## src/rtl/lsu_copy_engine.sv

```systemverilog
// Memory-to-memory copy initiator mastering the lsu request port.
// Copies len bytes from src to dst, one byte/half/word unit at a time.
module lsu_copy_engine #(
    parameter int LD_LATENCY = 1,
    parameter int LEN_W      = 16
) (
    input  logic             i_clk,
    input  logic             i_reset,
    input  logic             i_start,
    input  logic             i_abort,
    input  logic [31:0]      i_src,
    input  logic [31:0]      i_dst,
    input  logic [LEN_W-1:0] i_len,
    input  logic [1:0]       i_unit,
    output logic [31:0]      o_lsu_addr,
    output logic [31:0]      o_st_data,
    output logic [1:0]       o_lsu_size,
    output logic             o_lsu_signed,
    output logic             o_lsu_wren,
    input  logic [31:0]      i_ld_data,
    output logic             o_busy,
    output logic             o_done,
    output logic             o_err,
    output logic [LEN_W-1:0] o_count
);

    typedef enum logic [2:0] {
        S_IDLE,
        S_CHK,
        S_RD,
        S_WR,
        S_DONE
    } state_t;

    localparam logic [7:0] LAT = 8'(LD_LATENCY);

    state_t           state, state_nx;
    logic [31:0]      src_ptr, dst_ptr, data_q;
    logic [LEN_W-1:0] rem, cnt;
    logic [1:0]       unit_q;
    logic             err_q;
    logic [7:0]       lat_cnt;

    logic [31:0]      step32;
    logic [LEN_W-1:0] step_len;
    logic [31:0]      ld_mask;
    logic             bad;
    logic             last_rd;

    assign last_rd      = (lat_cnt == LAT);
    assign o_lsu_size   = unit_q;
    assign o_lsu_signed = 1'b0;
    assign o_err        = err_q;
    assign o_count      = cnt;

    // Unit size decode: step, load mask and alignment/legality check
    always_comb begin
        step32   = 32'd0;
        step_len = '0;
        ld_mask  = 32'h0;
        bad      = 1'b1;
        case (unit_q)
            2'b00: begin
                step32   = 32'd1;
                step_len = LEN_W'(1);
                ld_mask  = 32'h0000_00ff;
                bad      = 1'b0;
            end
            2'b01: begin
                step32   = 32'd2;
                step_len = LEN_W'(2);
                ld_mask  = 32'h0000_ffff;
                bad      = src_ptr[0] | dst_ptr[0] | rem[0];
            end
            2'b10: begin
                step32   = 32'd4;
                step_len = LEN_W'(4);
                ld_mask  = 32'hffff_ffff;
                bad      = (|src_ptr[1:0]) | (|dst_ptr[1:0]) | (|rem[1:0]);
            end
            default: ;
        endcase
    end

    // State register
    always_ff @(posedge i_clk) begin
        if (i_reset) state <= S_IDLE;
        else         state <= state_nx;
    end

    // Next-state logic; abort wins over everything but reset
    always_comb begin
        state_nx = state;
        case (state)
            S_IDLE: if (i_start) state_nx = S_CHK;
            S_CHK: begin
                if (i_abort || bad || rem == '0) state_nx = S_DONE;
                else                             state_nx = S_RD;
            end
            S_RD: begin
                if (i_abort)      state_nx = S_DONE;
                else if (last_rd) state_nx = S_WR;
            end
            S_WR: begin
                if (i_abort || rem == step_len) state_nx = S_DONE;
                else                            state_nx = S_RD;
            end
            S_DONE: state_nx = S_IDLE;
            default: state_nx = S_IDLE;
        endcase
    end

    // Output decode from the current state
    always_comb begin
        o_lsu_addr = 32'h0;
        o_st_data  = 32'h0;
        o_lsu_wren = 1'b0;
        o_busy     = 1'b1;
        o_done     = 1'b0;
        case (state)
            S_IDLE: o_busy = 1'b0;
            S_RD:   o_lsu_addr = src_ptr;
            S_WR: begin
                o_lsu_addr = dst_ptr;
                o_st_data  = data_q;
                o_lsu_wren = 1'b1;
            end
            S_DONE: o_done = 1'b1;
            default: ;
        endcase
    end

    // Datapath: operand latch, pointers, load capture, count and error
    always_ff @(posedge i_clk) begin
        if (i_reset) begin
            src_ptr <= 32'h0;
            dst_ptr <= 32'h0;
            data_q  <= 32'h0;
            rem     <= '0;
            cnt     <= '0;
            unit_q  <= 2'b00;
            err_q   <= 1'b0;
            lat_cnt <= 8'd0;
        end else begin
            case (state)
                S_IDLE: begin
                    if (i_start) begin
                        src_ptr <= i_src;
                        dst_ptr <= i_dst;
                        rem     <= i_len;
                        unit_q  <= i_unit;
                        err_q   <= 1'b0;
                        cnt     <= '0;
                    end
                end
                S_CHK: begin
                    lat_cnt <= 8'd0;
                    if (i_abort || bad) err_q <= 1'b1;
                end
                S_RD: begin
                    if (i_abort) err_q <= 1'b1;
                    lat_cnt <= lat_cnt + 8'd1;
                    if (last_rd) data_q <= i_ld_data & ld_mask;
                end
                S_WR: begin
                    if (i_abort) err_q <= 1'b1;
                    src_ptr <= src_ptr + step32;
                    dst_ptr <= dst_ptr + step32;
                    rem     <= rem - step_len;
                    cnt     <= cnt + LEN_W'(1);
                    lat_cnt <= 8'd0;
                end
                default: ;
            endcase
        end
    end

endmodule

```

## config.mk

```make
export PLATFORM = sky130hd
export DESIGN_NAME = lsu_copy_engine
export DESIGN_NICKNAME = d
export VERILOG_FILES = /design/src/rtl/lsu_copy_engine.sv
export SDC_FILE = /design/constraint.sdc
export NUM_CORES = 1
export LEC_CHECK = 0
export BUFFER_PORTS_ARGS = -buffer_cell sky130_fd_sc_hd__clkbuf_2
export CAP_MARGIN = 10
export CORE_MARGIN = 8
export CORE_UTILIZATION = 60
export CTS_BUF_LIST = sky130_fd_sc_hd__clkbuf_2 sky130_fd_sc_hd__clkbuf_4 sky130_fd_sc_hd__clkbuf_8
export DETAILED_ROUTE_END_ITERATION = 16
export PLACE_DENSITY = 0.89
export SLEW_MARGIN = 40
export SYNTH_ARGS = -nofsm -noshare
export SYNTH_HDL_FRONTEND = slang
export SYNTH_SLANG_ARGS = --single-unit
```

## constraint.sdc

```tcl
create_clock -name i_clk -period 3.9 [get_ports i_clk]
set_input_delay 0.195 -clock i_clk [delete_from_list [all_inputs] [get_ports i_clk]]
set_output_delay 0.195 -clock i_clk [all_outputs]
set_load 0.02 [all_outputs]
```

==> results of run 1 <==
## worst max-delay path: cells and delay by family, from the launching register on
| kind | cells | cell delay [ps] |
|---|---|---|
| buf+inv | 4 | 1230 |
| flops | 1 | 550 |
| compound gates | 1 | 120 |
| simple gates | 3 | 590 |
## flip-flops by register name, summed over array words and instances (netlist names)
| signal | cells |
|---|---|
| lat_cnt | 8 |
| src_ptr | 32 |
| o_err | 1 |
| state | 3 |
| o_count | 16 |
| data_q | 32 |
| rem | 16 |
| o_lsu_size | 2 |
| dst_ptr | 32 |
## final cells by class
cell class              count  area share, %
multi-input cells         802           48.0
flip-flops and latches    142           28.3
repair buffers            277           17.2
clock buffers              20           2.68
well taps                 176           2.19
clock inverters            12           1.12
inverters                  15          0.560
## synthesized netlist by cell type (8+ instances only)
cell type	instances
o211ai_1	16
and3_1	20
o311ai_0	9
nor2_1	67
o21ai_0	27
buf_2	11
or3_1	16
and2_1	45
a311oi_1	12
nor4_1	34
dfxtp_1	142
a22o_1	25
clkbuf_1	67
o22ai_1	8
nand3b_1	14
and4_1	11
nand4_1	18
nand3_1	62
inv_1	15
xnor2_1	8
ha_1	15
a21oi_1	88
nor3_1	30
a31oi_1	24
nand2_1	138
a211oi_1	18
## per-stage QoR
stage | util (%) | cell area (µm²) | cells | power, mW | hold WS [ps]
final | 76.2 | 10000 | 1444 | 3.35 | 15.6
after global routing | 76.2 | 10000 | 1444 | 3.47 | 22.2
after CTS | 76.1 | 10000 | 1444 | 3.33 | 2.96
after detailed placement | 68.7 | 9060 | 1352 | 2.15 | 433
after global placement | 68.7 | 9060 | 1352 | 2.14 | 421
after floorplan | - | 8050 | 1046 | 1.97 | 331
## report_power, final
group	leakage, nW	switching [mW]	internal, mW
clock	0.181	0.612	0.547
sequential	1.16	0.107	1.52
combinational	2.63	0.324	0.237
total	3.97	1.04	2.31
## routing by layer
metal  share of wire (%)  global-route usage (%)  routed length (µm)
met5                   0                       0                   0
met4                 4.6                    18.1                1310
met3                  10                    9.15                2930
met2                  47                    50.6               13500
met1                  39                    36.9               11100
## final timing paths
path                     to  cells past startpoint          start  slack [ps]
max          o_lsu_addr[23]                      8       state[0]         720
min             dst_ptr[10]                      3      i_dst[10]          20
min reg2reg       data_q[6]                      2      data_q[6]         460
max reg2reg     src_ptr[15]                      7  o_lsu_size[0]         940
## placed cells by master, fill, tap and decap left out, types with 7 or more instances in the layout
cell,n
dlygate4sd3_1,60
xnor2_1,8
and4_1,11
xor2_1,7
nand3_1,62
clkbuf_8,19
nand2_1,136
and3_1,20
o22ai_1,8
or3_1,16
buf_4,14
a21oi_1,88
nand3b_1,14
nor4_1,34
and2_1,45
nand4_1,18
clkbuf_2,202
nor3_1,30
a311oi_1,12
o21ai_0,27
o311ai_0,9
ha_1,15
nor2_1,66
a31oi_1,24
dfxtp_1,142
a211oi_1,18
o211ai_1,16
inv_1,13
a22o_1,25
## cells by family after synthesis
group | synth area share (%)
buffers and inverters | 5.07
multiplexers | 1.06
XOR/XNOR | 1.63
adder cells (fa/ha/maj) | 2.33
AO/OA/AOI/OAI | 23.8
other | 0.0466
AND/OR/NAND/NOR | 30.7
flip-flops | 35.3
==> summary.md, run 1 <==
| Metric | Value |
|---|---|
| Outcome | `completed` |
| DR vias | `9,357` |
| Worst VDD drop | `274 µV` |
| Drt total wl | `28,800 µm` |
| Hold_buf cts | `60` |
| Routability cong. | `0.987` |
| NumNets Final | `1,388` |
| Vias/cell | `6.48` |
| DRT iter0 DRCs | `1,255` |
| Final Critical Period | `3180 ps` |
| Area grow syn2layout | `24.8%` |
| P per Cell Area | `334 nW/µm²` |
| Core Box Area | `13,200 µm²` |
| Setup TNS | `0 ps` |
| Clk root buf | `clkbuf_8` |
| Leak | `3.97 nW` |
| Die Wd | `132 µm` |
| GRT Residual Overflow | `0` |
| Area leader, netlist | `dfxtp_1` |
| Critical-path cell list | `nor2b_1, nand2_2, inv_2, buf_4, buf_4, nand2_1, o21ai_0, clkbuf_2` |
| Drt wl/cell | `20.0 µm` |
| Endpoint type of the worst setup path | `output pin` |
| Post-route DRC | `0` |
| Top cell type's share of synthesized area | `35.3%` |
| Final setup margin | `723 ps` |
| Period Utilization, post-route | `81.5%` |
| Synthesis Warnings | `0` |
| Worst endpoint data arrival time | `2980 ps` |
| Worst slew pin tran | `932 ps` |
| Vias in the first global route | `8,898` |
| Slowest cell on crit path | `dfxtp_1` |
| Worst-path clk slew | `80 ps` |
| Crit path largest cell delay | `550 ps` |
| Register Area | `2840 µm²` |
| Max Fclk | `315 MHz` |
| CTS H-Tree Depth | `4` |
| CP required | `3700 ps` |
| Most frequent CP cell | `buf_4` |
| Hold WC Path Type | `in2reg` |
| Worst-skew pair later-pin latency | `480 ps` |
| Initial antenna violation count | `0` |
| Num CTS Buffers | `17` |
| Synth cell types | `68` |
| Number of synthesized flops with an enable pin | `0` |
| Unrepaired setup endpoints after global routing | `false` |
| Sequential share of the synthesized area | `35.3%` |
| Syn Std Cell Area | `8050 µm²` |
| Max Fanout on Critical Path | `26` |
| Post-DRT Antenna Nets | `0` |
| Synth Area per Inst | `7.70 µm²` |
| HPWL after DPL | `18,200 µm` |
| Die Footprint | `17,400 µm²` |
| Mapped Nets | `1,179` |
| Max_slew headroom | `37.0%` |
| Port Buffer Count | `203` |
| Diodes inserted | `0` |
| Startpoint type of the worst setup path | `flip-flop` |
| Initial Util | `61.0%` |
| Filler cell count | `935` |
| Max_cap viols | `0` |
| Ports | `205` |
| Post-CTS Setup Inserts | `0` |
| Synthesized flop and latch total | `142` |
| Cell Rows | `42` |
| Crit Path Class | `reg2out` |
| Ys async rst share | `0%` |
| Post_cts resized | `0` |
| Largest net degree at the start of global routing | `86` |
| Clk_skew | `20.5 ps` |
| CTS tree | `done` |
| Final hold viol count | `0` |
| Slew Limit Fails | `0` |
| Final Setup Violations | `0` |
| Dominant synthesized flop cell | `dfxtp_1` |
| Area of the multi-input gates | `4820 µm²` |
| Clock sinks | `142` |
| Layout cells sized above 1 | `21.5%` |
| First-pass DRT Iterations | `6` |
| Tot GR Track Use | `31.5%` |
| Area contributors post-synth | `dfxtp_1, nand2_1, a21oi_1` |
| First-pass GRT wire length | `45,600 µm` |
| Worst slack, placed | `1060 ps` |
| Die height | `132 µm` |
| Synth Instances | `1,046` |
| Clock Path Buffers | `2` |
(Power assumes the default switching activity.)
==> run 2, diff against run 1 <==
--- a/config.mk
+++ b/config.mk
@@ -8,10 +8,10 @@
 export BUFFER_PORTS_ARGS = -buffer_cell sky130_fd_sc_hd__clkbuf_2
 export CAP_MARGIN = 10
 export CORE_MARGIN = 8
-export CORE_UTILIZATION = 60
+export CORE_UTILIZATION = 55
 export CTS_BUF_LIST = sky130_fd_sc_hd__clkbuf_2 sky130_fd_sc_hd__clkbuf_4 sky130_fd_sc_hd__clkbuf_8
 export DETAILED_ROUTE_END_ITERATION = 16
-export PLACE_DENSITY = 0.89
+export PLACE_DENSITY = 0.82
 export SLEW_MARGIN = 40
 export SYNTH_ARGS = -nofsm -noshare
 export SYNTH_HDL_FRONTEND = slang
==> constraint.sdc (replaced) <==
create_clock -name i_clk -period 3 [get_ports i_clk]
set_input_delay 0.15 -clock i_clk [delete_from_list [all_inputs] [get_ports i_clk]]
set_output_delay 0.15 -clock i_clk [all_outputs]
set_load 0.02 [all_outputs]
==> run 2 against run 1 <==
Sequential share of layout area fell by 1.0 points. Clock-buffer cell count rose by 1. Worst hold slack improved by 1.5 ps. Critical path depth rose by 2. Combinational power rose by 35%. Clock power rose by 54%. Die area rose by 8.0%. Routed wire length fell by 2.8%. Global-route usage fell by 2.2 points.
==> summary.md, run 2 (same netlist as run 1, synthesis figures left out) <==
| Metric | Value |
|---|---|
| Core Box Area | `14,400 µm²` |
| Tot GR Track Use | `29.3%` |
| Initial antenna violation count | `0` |
| Worst-path clk slew | `80 ps` |
| P per Cell Area | `448 nW/µm²` |
| Hold path endpoint | `src_ptr[29]` |
| Die Footprint | `18,800 µm²` |
| Post-route DRC | `0` |
| Slew Limit Fails | `0` |
| Port Buffer Count | `203` |
| Num CTS Buffers | `17` |
| CTS H-Tree Depth | `4` |
| Ports | `205` |
| Final Critical Period | `2770 ps` |
| Clk_skew | `9.83 ps` |
| Most common cell after layout, fill and taps aside | `clkbuf_2` |
| First-pass GRT wire length | `44,400 µm` |
| Worst endpoint data arrival time | `3150 ps` |
| DR vias | `9,286` |
| Die height | `137 µm` |
| CP required | `3380 ps` |
| Outcome | `completed` |
| Period Utilization, post-route | `92.3%` |
| CTS tree | `done` |
| Cell Rows | `44` |
| Leak | `4.14 nW` |
| Unrepaired setup endpoints after global routing | `false` |
| Most frequent cells in the layout | `clkbuf_2, dfxtp_1, nand2_1` |
| Max Fanout on Critical Path | `13` |
| Clock sinks | `142` |
| Hold WC Path Type | `in2reg` |
| Vias in the first global route | `8,952` |
| Drt wl/cell | `19.0 µm` |
| Largest net degree at the start of global routing | `58` |
| Diodes inserted | `0` |
| Initial Util | `55.8%` |
| HP Start | `i_src[29]` |
| Register-to-Register Path Depth | `10` |
| Clock share of power | `38.3%` |
| Final Setup Violations | `0` |
| First-pass DRT Iterations | `6` |
| Worst r2r src | `o_lsu_size[1]` |
| Max_slew headroom | `47.0%` |
| Post_cts resized | `0` |
| Capturing point of the worst reg2reg path | `src_ptr[22]` |
| Fin util | `72.3%` |
| Layout cells sized above 1 | `21.4%` |
| Switching share of power | `28.0%` |
| Sequential Power Share | `45.4%` |
| Biggest regs | `data_q (32), dst_ptr (32), src_ptr (32)` |
| Worst-skew pair later-pin latency | `470 ps` |
| Endpoint type of the worst setup path | `flip-flop` |
| Clock Path Buffers | `2` |
| NumNets Final | `1,415` |
| Final hold viol count | `0` |
| Combinational power share | `16.3%` |
| Max Fclk | `361 MHz` |
| Reg-to-reg slack, setup | `230 ps` |
| Setup TNS | `0 ps` |
| Routability cong. | `0.924` |
| Internal power | `3.36 mW` |
| Switch Pwr | `1.31 mW` |
| DRT iter0 DRCs | `997` |
| GRT Residual Overflow | `0` |
| Crit Path Class | `reg2reg` |
| Startpoint type of the worst setup path | `flip-flop` |
| HPWL after DPL | `18,200 µm` |
| Worst slew pin tran | `794 ps` |
| Max_cap viols | `0` |
| Clk root buf | `clkbuf_8` |
| Hold path depth | `3` |
| Area grow syn2layout | `29.4%` |
| Vias/cell | `6.28` |
| Die Wd | `137 µm` |
| Post-DRT Antenna Nets | `0` |
| Drt total wl | `28,000 µm` |
| Worst VDD drop | `327 µV` |
-- run 2: area by class of cell --
cell class | count | area [µm²]
multi-input cells | 802 | 4820
fillers | 1108 | 4000
flip-flops and latches | 142 | 2840
repair buffers | 304 | 2010
clock buffers | 21 | 277
well taps | 184 | 230
clock inverters | 10 | 186
inverters | 15 | 56.3
-- run 2: how the worst max path moves through the flow --
stage | from | endpoint | slack [ps]
detailed placement | o_lsu_size[1] | src_ptr[22] | 310
finish | o_lsu_size[1] | src_ptr[22] | 230
global placement | o_lsu_size[1] | src_ptr[22] | 430
global route | o_lsu_size[1] | src_ptr[22] | 60
floorplan | o_lsu_size[0] | src_ptr[17] | 400
CTS | o_lsu_size[1] | src_ptr[22] | 280
-- run 2: metal layers --
layer	wire length [µm]	up-vias	share of wire [%]	global-route usage, %
met3	3070	93	11	8.26
met2	13100	584	47	46.9
li1	-	4354	-	-
met4	990	0	3.5	13.5
met1	10900	4255	39	35.7
met5	0	-	0	0
-- run 2: power groups by stage --
stage          clock (mW)  combinational, mW  sequential (mW)
2_1_floorplan           0              0.453             2.10
3_3_place_gp            0              0.646             2.15
3_5_place_dp            0              0.658             2.16
4_1_cts              1.80              0.746             2.11
5_1_grt              1.88              0.830             2.13
6_report             1.79              0.760             2.12
-- run 2: metrics by stage --
stage | std cells | power (mW) | hold WS [ps] | cell area (µm²) | setup WS, ps
6_report | 1478 | 4.67 | 17.0 | 10400 | 232
5_1_grt | 1478 | 4.85 | 2.73 | 10400 | 60.6
3_3_place_gp | 1367 | 2.80 | 380 | 9160 | 428
4_1_cts | 1478 | 4.66 | 0.888 | 10400 | 277
2_1_floorplan | 1046 | 2.56 | 286 | 8050 | 401
3_5_place_dp | 1367 | 2.81 | 381 | 9160 | 306
-- run 2: timing repair --
| action | 4_1_cts | 5_1_grt |
|---|---|---|
| hold endpoints to repair | 80 | 0 |
| hold buffers | 80 | 0 |
| endpoints found under the setup margin | 0 | 0 |
| buffers inserted | 0 | 0 |
-- run 2: worst max-delay path, stage by stage, from the launching register on --
cell and delay, ps:
dfxtp_1 410, inv_1 120, ha_1 280, xor2_1 210
ha_1 180, a21o_1 120, a21oi_1 80, buf_4 200
nor4_1 500, mux2_2 390, a211oi_1 190
==> run 3, diff against run 2 <==
--- a/config.mk
+++ b/config.mk
@@ -11,7 +11,7 @@
 export CORE_UTILIZATION = 55
 export CTS_BUF_LIST = sky130_fd_sc_hd__clkbuf_2 sky130_fd_sc_hd__clkbuf_4 sky130_fd_sc_hd__clkbuf_8
 export DETAILED_ROUTE_END_ITERATION = 16
-export PLACE_DENSITY = 0.82
+export PLACE_DENSITY_LB_ADDON = 0.08
 export SLEW_MARGIN = 40
 export SYNTH_ARGS = -nofsm -noshare
 export SYNTH_HDL_FRONTEND = slang
==> run 3 against run 2 <==
Clock skew grew 3.4 ps. Clock-buffer cell count decreased by 4. Sequential power about the same. Core utilization did not move. Design area unchanged. Register-to-register slack improved by 20 ps. Routed wire length fell by 4.0%. Via count decreased by 2.1%. Highest routed layer unchanged.
==> summary.md, run 3 (same netlist as run 1, synthesis figures left out) <==
| Metric | Value |
|---|---|
| Port Buffer Count | `203` |
| HP Start | `i_dst[9]` |
| Post_cts resized | `0` |
| Initial Util | `55.8%` |
| Reg-to-reg slack, setup | `250 ps` |
| Final setup margin | `251 ps` |
| Final hold viol count | `0` |
| Clk root buf | `clkbuf_8` |
| Fin cells | `1,487` |
| Worst-skew pair later-pin latency | `460 ps` |
| Worst VDD drop | `366 µV` |
| Die Footprint | `18,800 µm²` |
| Slew Limit Fails | `0` |
| Routability cong. | `0.901` |
| Period Utilization, post-route | `91.6%` |
| Core Box Area | `14,400 µm²` |
| GRT Residual Overflow | `0` |
| Crit Path Class | `reg2reg` |
| Most frequent CP cell | `ha_1` |
| Area grow syn2layout | `29.4%` |
| Hold_buf cts | `83` |
| Cell Rows | `44` |
| Unrepaired setup endpoints after global routing | `false` |
| Clock Path Buffers | `2` |
| Layout cells sized above 1 | `21.7%` |
| Capturing point of the worst reg2reg path | `src_ptr[22]` |
| Post-DRT Antenna Nets | `0` |
| Fin util | `72.3%` |
| Largest net degree at the start of global routing | `58` |
| Post-CTS Setup Inserts | `0` |
| Die Wd | `137 µm` |
| Crit path largest cell delay | `510 ps` |
| Worst Hold Slack | `25.9 ps` |
| Biggest regs | `data_q (32), dst_ptr (32), src_ptr (32)` |
| Initial antenna violation count | `1` |
| Most frequent cells in the layout | `clkbuf_2, dfxtp_1, nand2_1` |
| Max Fclk | `364 MHz` |
| Num CTS Buffers | `17` |
| Tot GR Track Use | `28.1%` |
| Max_cap viols | `0` |
| Placed Cells | `1,372` |
| Clock sinks | `142` |
| Filler cell count | `1,164` |
| CTS tree | `done` |
| Slowest cell on crit path | `nor4_1` |
| NumNets Final | `1,423` |
| Worst slew pin tran | `810 ps` |
| Outcome | `completed` |
| Setup TNS | `0 ps` |
| P per Cell Area | `429 nW/µm²` |
| Hold WC Path Type | `in2reg` |
| Leak | `4.15 nW` |
| Worst-path clk slew | `80 ps` |
| First-pass GRT wire length | `42,800 µm` |
| Max Fanout on Critical Path | `13` |
| Worst slack, placed | `307 ps` |
| Max_slew headroom | `45.9%` |
| Endpoint type of the worst setup path | `flip-flop` |
| Hold path depth | `3` |
| Final Setup Violations | `0` |
| Drt total wl | `26,900 µm` |
| CTS H-Tree Depth | `4` |
| Hold path endpoint | `dst_ptr[9]` |
| DRT iter0 DRCs | `805` |
| Critical-path cell list | `inv_1, ha_1, xor2_1, ha_1, a21o_1, a21oi_1, buf_4, nor4_1, mux2_2, a211oi_1` |
| Register Area | `2840 µm²` |
| Final Power | `4.48 mW` |
| Vias in the first global route | `8,403` |
| CP required | `3360 ps` |
| Final Critical Period | `2750 ps` |
| Post-route DRC | `0` |
| Register-to-Register Path Depth | `10` |
| Most common cell after layout, fill and taps aside | `clkbuf_2` |
| Die height | `137 µm` |
| DR vias | `9,091` |
| First-pass DRT Iterations | `5` |
| Final Cell Area | `10,400 µm²` |
| Clk_skew | `13.2 ps` |
| Worst endpoint data arrival time | `3110 ps` |
| Worst r2r src | `o_lsu_size[1]` |
| Area of the multi-input gates | `4820 µm²` |
| Ports | `205` |
| Startpoint type of the worst setup path | `flip-flop` |
| Drt wl/cell | `18.1 µm` |
| Placed instance area | `9180 µm²` |
| HPWL after DPL | `18,400 µm` |
| Vias/cell | `6.11` |
run 3: changes by cell type in the layout (fill, tap and decap cells not counted), sizes merged:
| cell | delta |
|---|---|
| bufinv | -2 |
| buf | +5 |
| clkinv | +6 |
| dlygate4sd3 | +3 |
| clkbuf | -4 |
| diode | +1 |
run 3: worst max-delay path by stage:
stage	from	endpoint	slack (ps)
finish	o_lsu_size[1]	src_ptr[22]	250
CTS	o_lsu_size[1]	src_ptr[22]	270
detailed placement	o_lsu_size[1]	src_ptr[22]	310
global route	o_lsu_size[1]	src_ptr[22]	100
floorplan	o_lsu_size[0]	src_ptr[17]	400
global placement	o_lsu_size[1]	src_ptr[22]	430
run 3: metal layers:
metal	vias to the layer above	routed length (µm)	GRT usage [%]
li1	4378	-	-
met1	4283	11100	35.3
met2	391	12700	45.6
met3	39	2590	8.04
met4	0	483	8.21
met5	-	0	0
run 3: layout make-up:
cell class / count / area share [%]
diodes: 1 / 0.0240
clock buffers: 17 / 2.24
clock inverters: 14 / 1.64
inverters: 15 / 0.540
multi-input cells: 802 / 46.2
flip-flops and latches: 142 / 27.3
well taps: 184 / 2.21
repair buffers: 312 / 19.9
run 3: power breakdown:
group	leakage, nW	total (mW)	switching [mW]	internal, mW
clock	0.197	1.60	0.780	0.817
sequential	1.16	2.12	0.135	1.98
combinational	2.79	0.762	0.422	0.340
run 3: worst max-delay path, delay by kind of cell, from the launching register on:
family | cells | cell delay, ps
adders and majority gates | 2 | 470
and+or+nand+nor | 1 | 510
AOI/OAI and AO/OA | 3 | 390
DFF | 1 | 350
muxes | 1 | 390
xor gates and xnor gates | 1 | 230
buffers and inverters | 2 | 330
